File: src/rtl/reg_dump_uart.sv
// reg_dump_uart
// Walks the CPU register file $0..$31 through its debug read port and
// streams every register out of an 8N1 UART line, 4 bytes per register,
// most-significant byte first.
//
// Ports:
//   clk       system clock, all state changes on the rising edge
//   startin   synchronous active-high reset
//   start     dump request, honoured only in IDLE
//   tx_ready  downstream flow control, looked at only between bytes
//   val       register value returned by the CPU for regNo
//   regNo     register index presented to the CPU
//   tx        UART line (idle high, LSB-first data)
//   busy      dump in progress
//   done      one-cycle pulse when the last stop bit has gone out
module reg_dump_uart #(
  parameter int CLKS_PER_BIT = 868
) (
  input  logic        clk,
  input  logic        startin,
  input  logic        start,
  input  logic        tx_ready,
  input  logic [31:0] val,
  output logic [4:0]  regNo,
  output logic        tx,
  output logic        busy,
  output logic        done
);

  localparam int BW = (CLKS_PER_BIT > 1) ? $clog2(CLKS_PER_BIT) : 1;
  localparam logic [BW-1:0] BAUD_LAST = BW'(CLKS_PER_BIT - 1);

  typedef enum logic [2:0] {
    IDLE, SETUP, LOAD, WAIT, START, DATA, STOP, DONE
  } state_t;

  state_t          state;
  logic [4:0]      reg_cnt;
  logic [1:0]      byte_cnt;
  logic [2:0]      bit_cnt;
  logic [BW-1:0]   baud;
  logic [31:0]     shift_word;
  logic [7:0]      cur_byte;
  logic            baud_end;

  assign cur_byte = shift_word[31:24];
  assign baud_end = (baud == BAUD_LAST);
  // The register counter doubles as the CPU index; it only moves on the
  // STOP->SETUP edge, so regNo is stable for a whole register's bytes.
  assign regNo    = reg_cnt;

  always_ff @(posedge clk) begin
    if (startin) begin
      state      <= IDLE;
      reg_cnt    <= '0;
      byte_cnt   <= '0;
      bit_cnt    <= '0;
      baud       <= '0;
      shift_word <= '0;
      tx         <= 1'b1;
      busy       <= 1'b0;
      done       <= 1'b0;
    end else begin
      case (state)
        IDLE: begin
          tx   <= 1'b1;
          busy <= 1'b0;
          done <= 1'b0;
          if (start) begin
            reg_cnt <= '0;
            busy    <= 1'b1;
            state   <= SETUP;
          end
        end
        // One dead cycle so the register file read path settles on the
        // new index before val is captured.
        SETUP: state <= LOAD;
        LOAD: begin
          shift_word <= val;
          byte_cnt   <= '0;
          state      <= WAIT;
        end
        WAIT: begin
          tx   <= 1'b1;
          baud <= '0;
          if (tx_ready) begin
            tx    <= 1'b0;
            state <= START;
          end
        end
        START: begin
          if (baud_end) begin
            baud    <= '0;
            bit_cnt <= '0;
            tx      <= cur_byte[0];
            state   <= DATA;
          end else begin
            baud <= baud + BW'(1);
          end
        end
        DATA: begin
          if (baud_end) begin
            baud <= '0;
            if (bit_cnt == 3'd7) begin
              tx    <= 1'b1;
              state <= STOP;
            end else begin
              bit_cnt <= bit_cnt + 3'd1;
              tx      <= cur_byte[bit_cnt + 3'd1];
            end
          end else begin
            baud <= baud + BW'(1);
          end
        end
        STOP: begin
          if (baud_end) begin
            baud       <= '0;
            shift_word <= {shift_word[23:0], 8'h00};
            byte_cnt   <= byte_cnt + 2'd1;
            if (byte_cnt != 2'd3) begin
              state <= WAIT;
            end else if (reg_cnt != 5'd31) begin
              reg_cnt <= reg_cnt + 5'd1;
              state   <= SETUP;
            end else begin
              // busy drops on the same edge done rises
              busy  <= 1'b0;
              done  <= 1'b1;
              state <= DONE;
            end
          end else begin
            baud <= baud + BW'(1);
          end
        end
        DONE: begin
          // start is deliberately ignored here
          done  <= 1'b0;
          state <= IDLE;
        end
        default: state <= IDLE;
      endcase
    end
  end

endmodule

File: config.mk
export PLATFORM = sky130hd
export DESIGN_NAME = reg_dump_uart
export DESIGN_NICKNAME = d
export VERILOG_FILES = /design/src/rtl/reg_dump_uart.sv
export SDC_FILE = /design/constraint.sdc
export NUM_CORES = 1
export LEC_CHECK = 0
export ABC_AREA = 1
export CAP_MARGIN = 10
export CORE_MARGIN = 2
export CORE_UTILIZATION = 48
export CTS_CLUSTER_SIZE = 30
export DETAILED_ROUTE_END_ITERATION = 8
export PLACE_DENSITY = 0.74
export SLEW_MARGIN = 20
export SYNTH_ARGS = -nofsm -noshare
export SYNTH_HDL_FRONTEND = slang
export SYNTH_SLANG_ARGS = --single-unit
File: constraint.sdc
create_clock -name clk -period 2.4 [get_ports clk]
set_clock_uncertainty 0.05 [all_clocks]
set_input_delay 0.36 -clock clk [delete_from_list [all_inputs] [get_ports clk]]
set_output_delay 0.36 -clock clk [all_outputs]
set_load 0.02 [all_outputs]
=== Word level (Yosys, flattened, before mapping) ===
Cells that the tools add are included.

* Register bits: 58
* Input bits: 36
* Output and inout bits: 8
* Word-level logic and storage cells: 91

* Add/sub/neg operators: 4
* Magnitude comparators: 1
* Equality and inequality tests: 21
* Muxes and demuxes: 40
* Reductions and logical operators: 16

{| class="wikitable"
|+ Operators by type and width
! cell !! number
|-
| $pmux 32 s2 || 1
|-
| $mux 3 || 11
|-
| $mux 32 || 1
|-
| $pmux 3 s8 || 1
|-
| $ne 2x2->1 const B || 11
|-
| $mux 5 || 4
|-
| $pmux 10 s2 || 1
|-
| $eq 3x3->1 const B || 5
|-
| $mux 1 || 12
|-
| $reduce_and 4->1 || 3
|-
| $add 10x1->10 const B || 1
|-
| $eq 10x10->1 const B || 1
|-
| $mux 10 || 1
|-
| $pmux 5 s2 || 1
|-
| $reduce_bool 2->1 || 5
|-
| $eq 3x2->1 const B || 2
|-
| $pmux 3 s2 || 1
|-
| $reduce_and 6->1 || 1
|-
| $add 5x1->5 const B || 1
|-
| $ne 5x5->1 const B || 1
|-
| $reduce_and 5->1 || 1
|-
| $lt 3x4->1 const B || 1
|-
| $pmux 1 s2 || 2
|-
| $pmux 1 s4 || 1
|-
| 12 further kinds || 12
|}

=== Logic depth before layout (Yosys ltp) ===
Gate-level depths: netlist of run 1.

* Depth in word-level cells: 6
* Depth in mapped cells: 12
* Depth with buffers taken out: 12

=== Worst setup path before layout of run 1 ===
No wires, ideal clock.

* Path type: reg-to-reg
* Start: reg reg_cnt[0], in the netlist regNo[0]
* End: reg reg_cnt[0], in the netlist regNo[0]
* Arrival time: 1598 ps
* Data required time: 2237 ps
* Slack: 639 ps
* Cell stages (with the launch flop): 12
* Period minus slack after synthesis: 1761 ps
* Cell sequence: dfxtp_1 > ha_1 > nand2_1 > nor2_1 > ha_1 > nand4_1 > o21ai_0 > nor2_2 > nand2_1 > inv_2 > nor2_1 > nor2_1

* Longest elaborated chain between the ends: 5
* Elaborated cells on any way between the ends: 8

{| class="wikitable"
|+ Ends and longest elaborated chain
! what !! line !! text
|-
| from (decl) || 38 || <nowiki>logic [4:0] reg_cnt;</nowiki>
|-
| from (signal assigned) || 123 || <nowiki>reg_cnt <= reg_cnt + 5'd1;</nowiki>
|-
| $add 5x1->5 || 123 ||
|-
| $mux 5 || 122 || <nowiki>end else if (reg_cnt != 5'd31) begin</nowiki>
|-
| $mux 5 || 120 || <nowiki>if (byte_cnt != 2'd3) begin</nowiki>
|-
| $mux 5 || 116 || <nowiki>if (baud_end) begin</nowiki>
|-
| $pmux 5 s2 || 64 || <nowiki>case (state)</nowiki>
|}

Several ways; a longest one is shown, not always the timed one. The select of a mux whose other input is x is not followed.
A chain may end at the register's enable or synchronous reset.

=== Worst setup path after layout of run 1 ===
* Start: reg state[2]
* End: reg shift_word[20]

* Longest elaborated chain between the ends: 3
* Elaborated cells on any way between the ends: 6

{| class="wikitable"
|+ Ends and longest elaborated chain
! what !! line !! text
|-
| from (decl) || 37 || <nowiki>state_t state;</nowiki>
|-
| from (signal assigned) || 54 || <nowiki>state <= IDLE;</nowiki>
|-
| from (signal assigned) || 72 || <nowiki>state <= SETUP;</nowiki>
|-
| from (signal assigned) || 77 || <nowiki>SETUP: state <= LOAD;</nowiki>
|-
| $eq 3x3->1 / $eq 3x2->1 (equally long branches) || 64 ||
|-
| $ne 2x2->1 (no source line) / $reduce_bool 2->1 (equally long branches) || - ||
|-
| $reduce_and 2->1 (no source line) || - ||
|-
| to (signal assigned) || 79 || <nowiki>shift_word <= val;</nowiki>
|-
| to (signal assigned) || 118 || <nowiki>shift_word <= {shift_word[23:0], 8'h00};</nowiki>
|-
| to (decl) || 42 || <nowiki>logic [31:0] shift_word;</nowiki>
|}

Several ways; a longest one is shown, not always the timed one.

==> results of run 1 <==
-- cell type report --
type / instances / area, sq um / share of cell area (%)
clock inverter: 5 / 100.1 / 2.653
multi-input combinational: 358 / 1645 / 43.60
timing repair buffer: 48 / 467.9 / 12.40
clock buffer: 11 / 151.4 / 4.012
inverter: 39 / 151.4 / 4.012
sequential: 58 / 1161 / 30.77
tap: 77 / 96.34 / 2.553
-- cell families after synthesis --
family                     after synthesis
AOI/OAI and AO/OA                       73
adders and majority gates                6
buffers and inverters                   56
DFF                                     58
and+or+nand+nor                        279
-- cells in the mapped netlist --
master    count
nor2_1       54
buf_1         1
o21ai_4       1
nor3_4        1
nand2_1     163
a21oi_1      31
inv_4         2
inv_2         8
inv_1        29
nand3_2       2
o22ai_1       1
nor3_1        3
nand3b_1      2
buf_6         5
nor2_2       25
nor3b_1       1
and2_1        1
o21ai_0      20
o21ai_1      20
ha_1          6
nand2_2       1
dfxtp_1      58
nand4_1       4
clkbuf_1      4
nand3_1      22
buf_4         1
buf_2         6
-- power groups by stage --
stage	combinational, mW	clock (mW)	sequential (mW)
finish	1.10	1.13	1.33
CTS	1.10	1.15	1.33
detailed placement	1.09	0	1.34
floorplan	0.862	0	1.31
global route	1.25	1.19	1.36
global placement	1.07	0	1.34
-- per-stage QoR --
stage	instance area, sq um	setup WS, ns	util (%)	cells
2_1_floorplan	3070	0.6390	-	472
3_3_place_gp	3522	0.5959	56.11	580
3_5_place_dp	3522	0.5017	56.11	580
4_1_cts	3774	0.4846	60.12	596
5_1_grt	3774	0.2579	60.12	596
6_report	3774	0.4946	60.12	596
-- placed cells by master (no fill, tap or decap), types with 6 or more instances in the layout --
master,instances
nand2_1,163
clkdlybuf4s50_1,43
dfxtp_1,58
ha_1,6
inv_1,29
o21ai_1,20
clkbuf_8,11
nor2_1,54
nor2_2,25
nand3_1,22
a21oi_1,31
o21ai_0,20
inv_2,8
-- routing by layer --
metal,GRT usage (%),vias to the layer above
li1,-,1574
met1,25.45,1306
met2,35.71,61
met3,3.660,14
met4,10.56,0
met5,0,-
-- worst paths after layout --
check | startpoint | end | cells past startpoint
worst max-delay path | state[2] | shift_word[20] | 6
worst min-delay path | busy | busy | 2
worst max register to register | state[2] | shift_word[20] | 6
worst min register to register | busy | busy | 2
-- registers in the layout, indices dropped and copies added, names as in the netlist --
register / flops
bit_cnt: 3
byte_cnt: 2
tx: 1
shift_word: 32
state: 3
busy: 1
baud: 10
done: 1
regNo: 5
-- critical path: cells and delay by family (launching register included) --
| family | cells | cell delay, ns |
|---|---|---|
| AOI/OAI and AO/OA | 2 | 0.31 |
| buffers and inverters | 2 | 0.56 |
| DFF | 1 | 0.56 |
| and+or+nand+nor | 2 | 0.36 |
==> flow_summary.toml, run 1 <==
[clock_network]
cts_hold_buf = 0
htree_levels = 3
clk_pin_slew_ns = 0.06
cts_buffers = 9
insertion_delay_ns = 0.34
clock_tree.root_cell = "clkbuf_8"
cts_tree = "done"
cts_num_sinks = 58
clk_path_buf_depth = 2
cts_setup_buffers = 0
cts_resized = 0

[sta]
max_slew_margin_pct = 68.92
period_share_pct = 79.39
setup-tns-final_ns = 0
worst_pin_slew_ns = 0.4662
setup_viol = 0
rsz0062_at_grt = "false"
finalMaxSlewViolations = 0
hold_ws_ns = 0.4122
period_needed_ns = 1.905
finalHoldViolCount = 0
fmax_mhz = 524.8

[final_layout]
layout-drive-gt1-share_pct = 11.75
num_antenna_cells = 0
syn2layout_area_growth_pct = 22.90
fillCellCount = 613
nNetsFinal = 556

[detailed_routing]
dr_wl_met2_um = 3326
wl_um = 6983
met1Wirelength_um = 3244
ant_nets = 0
num_vias = 2955
met3_length_um = 251
drt_iter0_drc = 192
firstDrtPassIters = 4
wl_per_cell_um = 11.72
top_layer = "met4"
via_per_inst = 4.958
drc_errors = 0

[worst_setup_path]
path_class = "reg2reg"
cp_max_fo = 25
crit_chain = "nand3_2 > buf_4 > o21ai_4 > buf_4 > o21ai_0 > nor2_1"
critPathCaptureType = "flip-flop"
cpPeakStageDelay_ns = 0.56
cp.required_ns = 2.63
cp-start-kind = "flip-flop"
r2r_slack_ns = 0.49
crit_arrival_ns = 2.13
crit_top_cell = "buf_4"
slowest_stage = "dfxtp_1"

[place]
dp_hpwl_um = 4825
io_buffers = 43
gp_congestion = 0.8779

[logic_synthesis]
synth_xor_area_share_pct = 0
synth_top_area_share_pct = 37.82
yosysTopAreaCell = "dfxtp_1"
synth-seq-area-share_pct = 37.82
synthesis.area_sq_um = 3070
synth_compound_area_share_pct = 12.31
synthMuxAreaShare_pct = 0
synth_simple_gate_area_share_pct = 38.83
ys_types = 27
synth_nets = 514
synth_seq_cells = 58
synth_top_family_by_area = "simple AND/OR/NAND/NOR gates"
syn_inst = 472
synth_fa_ha_area_share_pct = 2.445
avgSynthCellArea_sq_um = 6.505
ys_top_cells_by_area = "dfxtp_1 38%, nand2_1 20%, nor2_1 6.6%"
ys.warnings.count = 0

[pwr]
switchingPower_mw = 1.246
power.internal_mw = 2.309
max-vdd-ir-drop_mv = 0.6207
pwr-share-seq_pct = 37.4
p_leak_nw = 1.630
combinationalPowerShare_pct = 30.8
swShare_pct = 35.06
power_density_nw_per_um2 = 942.0
clockPowerShare_pct = 31.8
p_total_mw = 3.555

[grt]
grt_pass1_vias = 2836
grt_antenna_before_repair = 0
grt_start_max_net_pins = 34
grt_use_total_pct = 21.00
overflow = 0
grt_pass1_wl_um = 12050

[floorplanning]
ioPinCount = 44
initial_core_util_pct = 48.91
rows = 29
die_w_um = 83.98
dieArea_sq_um = 7053
core_sq_um = 6277
die_h_um = 83.98

[run]
maxCapViolCount = 0

[status]
status = "completed"

[hold_path]
hold_class = "reg2reg"
No activity file was read; power rests on OpenSTA's default activity.
==> inputs of run 2 (changes only) <==
clock period = 1.8 ns   (was 2.4 ns; I/O delays follow)
==> flow_summary.toml, run 2 (same netlist as run 1, synthesis figures left out) <==
[final_layout]
syn2layout_area_growth_pct = 31.09
nNetsFinal = 577
final_util_pct = 64.12
final_cell_mix = "160 x nand2_1, 54 x dfxtp_1, 52 x nor2_1, 43 x clkdlybuf4s50_1, 31 x a21oi_1"
largest_register_ffs = 32
final_cells = 617
layout_commonest_cell = "nand2_1"
largest_register = "shift_word"
layout-drive-gt1-share_pct = 17.22
stdcell_area_sq_um = 4025
multiInputGateArea_sq_um = 1685
fillCellCount = 540
regArea_sq_um = 1166
num_antenna_cells = 0

[place]
dp_hpwl_um = 4822
dpl.cell_count = 591
placed_area_sq_um = 3605
dp_worst_setup_slack_ns = 0.01840
io_buffers = 43
gp_congestion = 0.8830

[worst_setup_path]
r2r-start = "baud[1]"
r2r-end = "shift_word[28]"
critPathCaptureType = "flip-flop"
path_buf_inv = 2
r2r_slack_ns = 0.04
cp_top_family = "simple AND/OR/NAND/NOR gates"
cp_max_fo = 7
crit_arrival_ns = 1.98
cp-start-kind = "flip-flop"
reg2reg_depth = 9
slowest_stage = "dfxtp_2"
cp.required_ns = 2.02
cpPeakStageDelay_ns = 0.36
path_class = "reg2reg"
crit_chain = "ha_4 > nand2_2 > nor2_4 > nand3_4 > o21ai_4 > buf_12 > clkbuf_4 > o21ai_1 > nor2_1"

[sta]
setup_viol = 0
finalMaxSlewViolations = 0
max_slew_margin_pct = 79.28
period_needed_ns = 1.755
worst_pin_slew_ns = 0.3075
setup-tns-final_ns = 0
setup_ws_ns = 0.04495
hold_ws_ns = 0.4113
period_share_pct = 97.50
fmax_mhz = 569.8
finalHoldViolCount = 0

[clock_network]
clk_pin_slew_ns = 0.07
clk_path_buf_depth = 2
insertion_delay_ns = 0.33
cts_buffers = 9
cts_num_sinks = 58
cts_tree = "done"
clock_tree.root_cell = "clkbuf_8"
htree_levels = 3

[hold_path]
min-delay-start = "shift_word[2]"
whs_endpoint = "shift_word[2]"
min_path_cells = 2
hold_class = "reg2reg"

[detailed_routing]
drc_errors = 0
wl_um = 7224
wl_per_cell_um = 11.71
drt_iter0_drc = 225
firstDrtPassIters = 5
num_vias = 3072
via_per_inst = 4.979
ant_nets = 0

[pwr]
pwr-share-seq_pct = 35.7
max-vdd-ir-drop_mv = 0.9311
p_leak_nw = 1.739
power_density_nw_per_um2 = 1218
swShare_pct = 34.97
p_total_mw = 4.904
combinationalPowerShare_pct = 35.0
power.internal_mw = 3.189
switchingPower_mw = 1.715
clockPowerShare_pct = 29.3

[floorplanning]
die_h_um = 83.98
core_sq_um = 6277
dieArea_sq_um = 7053
ioPinCount = 44
die_w_um = 83.98
initial_core_util_pct = 48.91
rows = 29

[grt]
grt_pass1_vias = 2672
grt_use_total_pct = 20.01
overflow = 0
grt_antenna_before_repair = 0
grt_pass1_wl_um = 11470
grt_start_max_net_pins = 34

[status]
status = "completed"

[run]
maxCapViolCount = 0
-- run 2: worst max path at each step --
stage,from,cells past startpoint,end
after floorplan,regNo[0],11,regNo[0]
after global placement,regNo[0],12,regNo[0]
after detailed placement,regNo[0],12,regNo[0]
after CTS,regNo[0],12,regNo[0]
after global routing,regNo[0],12,regNo[0]
final,baud[1],9,shift_word[28]
-- run 2: metal layers --
| layer | track usage (%) | share of wire (%) |
|---|---|---|
| met1 | 25.46 | 48 |
| met2 | 32.44 | 47 |
| met3 | 4.748 | 3.6 |
| met4 | 8.504 | 1.4 |
| met5 | 0 | 0 |
-- run 2: power by group through the flow --
stage / sequential [mW] / clock, mW / combinational, mW
2_1_floorplan: 1.75 / 0 / 1.15
3_3_place_gp: 1.75 / 0 / 1.50
3_5_place_dp: 1.76 / 0 / 1.53
4_1_cts: 1.74 / 1.46 / 1.54
5_1_grt: 1.79 / 1.52 / 1.92
6_report: 1.75 / 1.43 / 1.72
-- run 2: cell type report --
cell class	count	share of cell area [%]
multi-input combinational	358	41.87
clock buffer	13	4.445
inverter	39	4.010
timing repair inverter	1	0.2176
clock inverter	3	1.710
sequential	58	28.97
timing repair buffer	68	16.38
tap	77	2.394
-- run 2: worst min-delay path: stages (launching register included) --
cell,delay (ns)
dfxtp_1,0.31
nand2_1,0.06
a21oi_1,0.05
-- run 2: repair_timing --
item                                    CTS  global route
gates resized for setup                   0            22
setup buffers                             0             7
hold buffers                              0             0
endpoints found under the setup margin    0            45
==> patch 1 (config.mk and constraints of run 1) <==
Change the parameter `CLKS_PER_BIT` from 868 to 434.
--- a/src/rtl/reg_dump_uart.sv
+++ b/src/rtl/reg_dump_uart.sv
@@ -14,7 +14,7 @@
 //   busy      dump in progress
 //   done      one-cycle pulse when the last stop bit has gone out
 module reg_dump_uart #(
-  parameter int CLKS_PER_BIT = 868
+  parameter int CLKS_PER_BIT = 434
 ) (
   input  logic        clk,
   input  logic        startin,
Check against the original RTL: no difference found for any inputs over 10 cycles, from zero or initial values; that may be too few to reach the edited logic, so the function may still have changed.
==> patch 1 against run 1 <==
Wire length is 4.5% higher; sequential cell count is 1 lower; combinational power is 5% higher; worst setup slack better by 0.074 ns; total power is 4.6% lower; sequential share of layout area is 0.59 points lower; via count is 5.4% higher; final area is 0.20% higher; non-clock buffer count is 2 lower; core utilization is 0.57 points lower; synthesized area is 2.8% higher; worst hold slack better by 0.00082 ns.
==> patch 1: results (changes against run 1) <==
[worst_setup_path]
crit_family = simple AND/OR/NAND/NOR gates
r2r_cells = 10  ; +4
cp.arrival_ns = 2.06  ; -0.07 ns
reg2reg_slack_ns = 0.57  ; +0.07 ns
slowest_delay_ns = 0.42  ; -0.14 ns
r2r-end = regNo[4]$_SDFFE_PP0P_

[place]
hpwlAfterDp_um = 4966  ; +2.9%
gp_congestion = 0.8923  ; +1.6%

[global_route]
met2_usage_pct = 36.65  ; +0.94 points
grt_util_met1_pct = 25.42  ; about the same
grt_pass1_wl_um = 12590  ; +4.5%
grt.total_usage_pct = 21.34  ; +0.34 points
grt_pass1_vias = 2976  ; +4.9%

[pwr]
power_density_nw_per_um2 = 896.6  ; -4.8%
clk-power_w = 0.000977  ; -14%
vdd_drop_max_mv = 0.6764  ; +9.0%
switchingPower_w = 0.001248  ; +0.13%
p_leak_nw = 1.672  ; +2.6%

[route]
routedWlPerCell_um = 11.98  ; +2.3%
met1Wirelength_um = 3314  ; +2.2%
wl_met3_um = 359  ; +43%
wl_met2_um = 3466  ; +4.2%
drt_iter0_drc = 203  ; +5.7%

[synth]
synth_commonest_cells = 133 x nand2_1, 77 x nor2_1, 57 x dfxtp_1
avgSynthCellArea_sq_um = 6.440  ; -1.0%

[outcome]
status = finished, final reports clean

[final_layout]
nets = 570  ; +2.5%
layout.cells.non_filler = 609  ; +2.2%

-- patch 1: stage by stage --
step,utilization (%),worst slack [ns],instance area (sq um)
floorplan,-,0.6963,3156
global placement,56.24,0.6419,3571
detailed placement,56.24,0.5832,3571
CTS,59.55,0.5631,3781
global route,59.55,0.3467,3781
finish,59.55,0.5686,3781
-- patch 1: cells by family (layout without fill, tap and decap cells) --
| kind of cell | Yosys count | count (layout) | share of synthesized area (%) |
|---|---|---|---|
| fa+ha+maj | 7 | 7 | 2.775 |
| compound gates | 65 | 65 | 10.55 |
| simple gates | 287 | 287 | 39.69 |
| buf+inv | 74 | 116 | 10.82 |
| flops | 57 | 57 | 36.16 |
-- patch 1: cell type report --
type                            instances  area (sq um)  area share (%)
Sequential cell                        57          1141           30.18
Timing Repair Buffer                   46         452.9           11.98
Inverter                               54         207.7           5.493
Clock inverter                          6         82.58           2.184
Multi-Input combinational cell        359          1673           44.24
Tap cell                               77         96.34           2.548
Clock buffer                           10         127.6           3.375
-- patch 1: worst max-delay path by stage --
stage          cells past startpoint  slack, ns                     endpoint                  start
2_1_floorplan                     10       0.70        regNo[2]$_SDFFE_PP0P_  regNo[0]$_SDFFE_PP0P_
6_report                          10       0.57        regNo[4]$_SDFFE_PP0P_  regNo[0]$_SDFFE_PP0P_
5_1_grt                           10       0.35        regNo[1]$_SDFFE_PP0P_  regNo[0]$_SDFFE_PP0P_
3_5_place_dp                      11       0.58  shift_word[31]$_SDFFE_PP0P_   baud[1]$_SDFFE_PP0P_
3_3_place_gp                       6       0.64        regNo[4]$_SDFFE_PP0P_  state[2]$_SDFFE_PP0P_
4_1_cts                           10       0.56        regNo[4]$_SDFFE_PP0P_  regNo[0]$_SDFFE_PP0P_
==> patch 2 (flow settings as in run 1) <==
Made on the original files. Encoding of `state_t`: now Gray code (3 bits for 8 states).
--- a/src/rtl/reg_dump_uart.sv
+++ b/src/rtl/reg_dump_uart.sv
@@ -31,7 +31,7 @@
   localparam logic [BW-1:0] BAUD_LAST = BW'(CLKS_PER_BIT - 1);
 
   typedef enum logic [2:0] {
-    IDLE, SETUP, LOAD, WAIT, START, DATA, STOP, DONE
+    IDLE = 3'b000, SETUP = 3'b001, LOAD = 3'b011, WAIT = 3'b010, START = 3'b110, DATA = 3'b111, STOP = 3'b101, DONE = 3'b100
   } state_t;
 
   state_t          state;
Function: same outputs for any inputs over 10 cycles, from zero or initial values; not proved beyond that.
==> patch 2 against run 1 <==
Final area rose by 0.70%; clock power down 6%; sequential cell count is the same; largest power group unchanged; first-iteration DRC count decreased by 17%; total power down 0.12%; worst setup slack improved by 0.063 ns; synthesized area grew 2.8%; count of clock-buffer cells in the layout grew 1; non-clock buffer count stayed put; sequential share of layout area decreased by 0.21 points; wire length increased by 1.1%.
==> patch 2: results (changes against run 1) <==
[worst_setup_path]
r2r-end = shift_word[28]$_SDFFE_PP0P_
cp.arrival_ns = 2.03  ; -0.10 ns
r2r_cells = 10  ; +4
cp-start-kind = register
crit_family = simple AND/OR/NAND/NOR gates
path_max_fanout = 28  ; +12%
reg2reg_slack_ns = 0.56  ; +0.06 ns
slowest_delay_ns = 0.39  ; -0.17 ns
reg2reg_from = baud[0]$_SDFFE_PP0P_

[route]
vias = 3088  ; +4.5%
drt_iter0_drc = 159  ; -17%
routedWlPerCell_um = 11.73  ; about the same
wl_um = 7059  ; +1.1%

[place]
gp_congestion = 0.9011  ; +2.6%
hpwlAfterDp_um = 4831  ; +0.12%
place_ws_ns = 0.5714  ; +0.06977 ns

[timing]
relSlewSlack_pct = 71.07  ; +2.2 points
period_share_pct = 76.78  ; -2.6 points

[pwr]
switching_share_pct = 36.71  ; +1.6 points
clk-power_w = 0.00106  ; -6%
power.share.sequential_pct = 35.6  ; -1.8 points
switchingPower_w = 0.001303  ; +4.6%
vdd_drop_max_mv = 0.5653  ; -8.9%

[final_layout]
fill_cells = 598  ; -2.4%
nets = 562  ; +1.1%
areaGrowthSynthToFinish_pct = 20.42
largest_register_ffs = 32  ; unchanged
drive_above_1_share_pct = 8.762  ; -3.0 points

[synth]
ys_types = 32  ; +19%
synthesis.nets = 524  ; +1.9%
synthCells = 482  ; +2.1%
ys_top_cells_by_area = dfxtp_1 37%, nand2_1 19%, nor2_1 8.7%

[clock_network]
insertion_delay_ns = 0.34  ; about the same

[global_route]
grt_pass1_vias = 2853  ; +0.60%
grt_pass1_wl_um = 12030  ; -0.17%
grt.total_usage_pct = 20.24  ; -0.77 points

[outcome]
status = finished, final reports clean

-- patch 2: cell types whose count changed after synthesis, sizes merged, moves of 4 or more --
cell	run 1	this run
o21ai	41	32
nand3	24	34
nand2	164	168
nor2	79	85
nand4	4	12
inv	39	32
a21oi	31	24
-- patch 2: cells by family (layout without fill, tap and decap cells) --
kind of cell	Yosys count	after routing	synth area share (%)
AND/OR/NAND/NOR	305	305	42.03
AO/OA/AOI/OAI	59	59	9.556
flip-flops	58	58	36.80
buffers and inverters	53	96	8.961
adder cells (fa/ha/maj)	6	6	2.379
XOR/XNOR	1	1	0.2776
-- patch 2: worst min-delay path by stage --
stage                         start                    to  slack [ns]
6_report          done$_SDFFE_PP0P_     done$_SDFFE_PP0P_        0.40
5_1_grt           done$_SDFFE_PP0P_     done$_SDFFE_PP0P_        0.42
4_1_cts           done$_SDFFE_PP0P_     done$_SDFFE_PP0P_        0.40
3_5_place_dp      done$_SDFFE_PP0P_     done$_SDFFE_PP0P_        0.39
3_3_place_gp      done$_SDFFE_PP0P_     done$_SDFFE_PP0P_        0.40
2_1_floorplan  baud[6]$_SDFFE_PP0P_  baud[6]$_SDFFE_PP0P_        0.40
-- patch 2: cell type report --
class	count	area share, %
clock buffer	12	4.346
timing repair buffer	48	12.31
tap	77	2.535
clock inverter	4	1.910
inverter	32	3.293
multi-input combinational	371	45.04
sequential	58	30.56
-- patch 2: layer usage --
layer	part of all wire [%]	GRT usage, %
met1	49	26.61
met2	45	32.17
met3	3.9	3.599
met4	2.2	9.668
met5	0	0
-- patch 2: worst register-to-register path: stages, from the launching register on --
cell and delay, ns:
dfxtp_1 0.39, ha_1 0.24, nand2_1 0.07, nor2_1 0.13
nand3_2 0.14, inv_2 0.11, nand2_4 0.10, nand2_8 0.20
inv_6 0.14, nor2_1 0.13, nor2_1 0.05
